**config.mk**
```make
export PLATFORM = sky130hd
export DESIGN_NAME = piso_serializer
export DESIGN_NICKNAME = d
export VERILOG_FILES = /design/src/rtl/piso_pkg.sv /design/src/rtl/piso_serializer.sv
export SDC_FILE = /design/constraint.sdc
export NUM_CORES = 1
export LEC_CHECK = 0
export BUFFER_PORTS_ARGS = -buffer_cell sky130_fd_sc_hd__buf_4
export CORE_MARGIN = 4
export CORE_UTILIZATION = 50
export DETAILED_ROUTE_END_ITERATION = 8
export GPL_TIMING_DRIVEN = 1
export PLACE_DENSITY_LB_ADDON = 0.25
export REMOVE_ABC_BUFFERS = 1
export SLEW_MARGIN = 20
export SYNTH_ARGS = -nofsm -noshare
export SYNTH_HDL_FRONTEND = slang
export SYNTH_SLANG_ARGS = --single-unit
```
**constraint.sdc**
```tcl
create_clock -name clk -period 1.75 [get_ports clk]
set_clock_uncertainty 0.2 [all_clocks]
set_input_delay 0.0875 -clock clk [delete_from_list [all_inputs] [get_ports clk]]
set_output_delay 0.0875 -clock clk [all_outputs]
set_load 0.02 [all_outputs]
```
**src/rtl/piso_pkg.sv**
```systemverilog
// Shared types and helpers for the parallel-in/serial-out serializer.
package piso_pkg;

  typedef enum logic {
    IDLE  = 1'b0,
    SHIFT = 1'b1
  } piso_state_t;

  // Bit counter width; never below one bit so the counter always exists.
  function automatic int cnt_width(input int width);
    return (width < 2) ? 1 : $clog2(width);
  endfunction

endpackage

```
**src/rtl/piso_serializer.sv**
```systemverilog
// Parametrised PISO serializer: accepts a word over valid/ready and shifts it out
// one bit per enabled cycle, MSB- or LSB-first, with gapless back-to-back words.
module piso_serializer
  import piso_pkg::*;
#(
  parameter int WIDTH = 8
) (
  input  logic             clk,
  input  logic             reset,
  input  logic             load_valid,
  output logic             load_ready,
  input  logic [WIDTH-1:0] load_data,
  input  logic             lsb_first,
  input  logic             shift_en,
  input  logic             sdi,
  output logic             sdo,
  output logic             sdo_valid,
  output logic             sdo_last
);

  localparam int CW = cnt_width(WIDTH);
  localparam logic [CW-1:0] CNT_LAST = CW'(WIDTH - 1);
  localparam logic [CW-1:0] CNT_ZERO = {CW{1'b0}};
  localparam logic [CW-1:0] CNT_ONE  = {{(CW-1){1'b0}}, 1'b1};

  piso_state_t      state_r, state_nxt_s;
  logic [WIDTH-1:0] sreg_r, sreg_nxt_s;
  logic [CW-1:0]    cnt_r, cnt_nxt_s;
  logic             ord_r, ord_nxt_s;
  logic             accept_s;

  // The last bit with shift_en high frees the register, so a new word can land gaplessly.
  assign load_ready = !reset && ((state_r == IDLE) || ((cnt_r == CNT_ZERO) && shift_en));
  assign accept_s   = load_valid && load_ready;

  assign sdo       = ord_r ? sreg_r[0] : sreg_r[WIDTH-1];
  assign sdo_valid = (state_r == SHIFT);
  assign sdo_last  = (state_r == SHIFT) && (cnt_r == CNT_ZERO);

  // Next-state and datapath update; holding is the default.
  always_comb begin
    state_nxt_s = state_r;
    sreg_nxt_s  = sreg_r;
    cnt_nxt_s   = cnt_r;
    ord_nxt_s   = ord_r;
    if (accept_s) begin
      sreg_nxt_s  = load_data;
      ord_nxt_s   = lsb_first;
      cnt_nxt_s   = CNT_LAST;
      state_nxt_s = SHIFT;
    end else begin
      case (state_r)
        IDLE: begin
          state_nxt_s = IDLE;
        end
        SHIFT: begin
          if (shift_en) begin
            if (cnt_r != CNT_ZERO) begin
              sreg_nxt_s = ord_r ? {sdi, sreg_r[WIDTH-1:1]} : {sreg_r[WIDTH-2:0], sdi};
              cnt_nxt_s  = cnt_r - CNT_ONE;
            end else begin
              state_nxt_s = IDLE;
            end
          end else begin
            state_nxt_s = SHIFT;
          end
        end
        default: begin
          state_nxt_s = IDLE;
        end
      endcase
    end
  end

  // State and datapath registers with asynchronous reset.
  always_ff @(posedge clk or posedge reset) begin
    if (reset) begin
      state_r <= IDLE;
      sreg_r  <= {WIDTH{1'b0}};
      cnt_r   <= CNT_ZERO;
      ord_r   <= 1'b0;
    end else begin
      state_r <= state_nxt_s;
      sreg_r  <= sreg_nxt_s;
      cnt_r   <= cnt_nxt_s;
      ord_r   <= ord_nxt_s;
    end
  end

endmodule

```
==> results.py <==
metrics = {
    "outcome": {
        "outcome": "complete, no violations",
    },
    "synthesis": {
        "ys_seq_elements": 13,
        "synthFlopType": "dfrtp_1",
        "yosysUniqueCellTypes": 26,
        "synth_edf_count": 0,
        "synth_area_leader_cell": "dfrtp_1",
        "yosysSeqAreaShare": 0.4437,
        "syn-cell-area_um2": 733.2,
        "synth_top_cells_by_area": "dfrtp_1 44%, a221o_1 9.6%, mux2i_1 9.6%",
        "synth_top_area_share": 0.4437,
        "syn_inst": 68,
        "async_reset_ff_frac": 1.000,
        "yosysWarnings": 0,
        "avgSynthCellArea_um2": 10.78,
    },
    "clock_network": {
        "cts_root_buf": "clkbuf_4",
        "cts.sinks": 13,
        "htreeDepth": 1,
        "cts_buffer_depth": 2,
        "cts_tree": "built",
        "clock_latency_ns": 0.28,
        "cts_made_buffers": 3,
        "path_clk_slew_ns": 0.09,
    },
    "setup_path": {
        "critPathCaptureType": "output pin",
        "start_kind": "register",
        "cp.arrival_ns": 1.42,
        "path_class": "register to output pin",
        "critPathMaxFanout": 3,
        "cp.required_ns": 1.46,
    },
    "flow_run": {
        "max-cap-violations": 0,
    },
    "drt": {
        "drc": 0,
        "antenna_left": 0,
        "vias": 663,
        "route.detailed.wl_per_inst_um": 16.05,
        "drt_iter0_drc": 18,
        "vias_per_cell": 5.765,
        "first_pass_iters": 4,
        "wirelength_mm": 1.846,
    },
    "die": {
        "fp.dieW_um": 46.30,
        "fp.coreArea_um2": 1334,
        "die-area_um2": 2143,
        "die_h_um": 46.30,
        "rows": 13,
        "num_io_pins": 18,
        "start_util": 0.5497,
    },
    "global_route": {
        "grt_pass1_vias": 626,
        "grt_start_max_net_pins": 14,
        "track_usage": 0.1798,
        "antenna_found_initial": 0,
        "overflow": 0,
        "grt_first_pass_wirelength_mm": 2.732,
    },
    "finish": {
        "area_growth_pct": 40.79,
        "layout_commonest_cell": "buf_4",
        "stdcell_count": 115,
        "drive_above_1_share": 0.3200,
        "finalNetCount": 117,
        "diodes": 0,
        "fillers": 97,
        "final_area_um2": 1032,
        "final_cell_mix": "18 x buf_4, 13 x dfrtp_1, 12 x dlygate4sd3_1",
    },
    "power_and_ir_drop": {
        "p_leak_nw": 0.4970,
        "p_per_area_nw_per_um2": 1497,
        "totalPowerFinal_mw": 1.545,
        "irDropWorstVdd_mv": 0.8450,
    },
    "sta": {
        "worst_slew_pin_slew_ns": 0.5009,
        "maxSlewViolCount": 0,
        "tns_ns": 0,
        "finalCritPeriodShare": 0.9754,
        "period_needed_ns": 1.707,
        "slew-limit-headroom": 0.6657,
        "hold_ws_ns": 0.1882,
        "hold_viol_final": 0,
        "finalSetupViolations": 0,
        "max_freq_mhz": 585.9,
    },
    "place": {
        "place.gp.congestion": 0.7189,
        "hpwlAfterDp_mm": 1.187,
        "placed_cell_area_um2": 863.3,
        "dp_cells": 98,
        "io_buffers": 17,
    },
    "min_path": {
        "worstHoldPathType": "primary input to register",
    },
}
[sequential cells by signal (all words and copies together), names as in the netlist]
signal     count
cnt_r          3
ord_r          1
sdo_valid      1
sreg_r         8
[Yosys cell counts (2+ instances only)]
master,instances
dfrtp_1,13
nor2_1,9
a221o_1,7
mux2i_1,7
inv_1,5
nand2_1,5
ha_1,2
nand2b_1,2
[cell type report]
class                      count  area [um^2]  area share
tap                           15        18.77     0.01818
clock buffer                   4        26.28     0.02545
timing repair buffer          30        255.2      0.2473
multi-input combinational     48        387.9      0.3758
inverter                       5        18.77     0.01818
sequential                    13        325.3      0.3152
[power by group]
group | total [mW] | internal (mW) | switching (mW) | leakage [nW]
clock network | 0.198 | 0.0885 | 0.109 | 0.0150
logic | 0.759 | 0.399 | 0.360 | 0.324
registers | 0.588 | 0.429 | 0.159 | 0.158
[per-layer routing]
layer / part of all wire / global-route usage
met3: 0.055 / 0.02734
met2: 0.50 / 0.2967
met5: 0 / 0
met1: 0.43 / 0.2313
met4: 0.0065 / 0.07386
[timing repair]
| item | CTS | global route |
|---|---|---|
| buffers inserted | 0 | 1 |
| endpoints found under the hold margin | 23 | 0 |
| setup endpoints to repair | 1 | 1 |
| cloned | 0 | 0 |
| hold buffers | 12 | 0 |
| pin swaps | 0 | 1 |
| gates resized for setup | 2 | 3 |
[worst max-delay path, cell delays in order, from the launching register on]
cell      delay, ns
dfrtp_1        0.39
inv_2          0.09
ha_4           0.14
nand3b_1       0.11
and2_4         0.20
nor2_2         0.07
buf_4          0.14
[cells by family after synthesis]
| kind of cell | after synthesis | synth area share |
|---|---|---|
| buf+inv | 7 | 0.04778 |
| simple gates | 22 | 0.1604 |
| mux | 9 | 0.1314 |
| compound gates | 13 | 0.1587 |
| xor+xnor | 2 | 0.02390 |
| fa+ha+maj | 2 | 0.03412 |
| flops | 13 | 0.4437 |
[per-stage QoR]
| step | util | setup WS [ns] |
|---|---|---|
| 2_1_floorplan | - | 0.1858 |
| 3_3_place_gp | 0.6473 | 0.1107 |
| 3_5_place_dp | 0.6473 | 0.05153 |
| 4_1_cts | 0.7589 | 0.004050 |
| 5_1_grt | 0.7739 | -0.01305 |
| 6_report | 0.7739 | 0.04313 |
[final timing paths]
kind	to	slack, ns	cells after the start	from
min in group asynchronous	sdo_valid	0.20	3	reset
worst min register to register	sreg_r[4]	0.35	1	sreg_r[4]
worst max register to register	ord_r	0.11	5	cnt_r[0]
worst min-delay path	cnt_r[2]	0.19	4	load_valid
worst max-delay path	load_ready	0.04	6	cnt_r[0]
max in group asynchronous	sreg_r[4]	0.81	3	reset
Power figures use the tool's default switching activity.
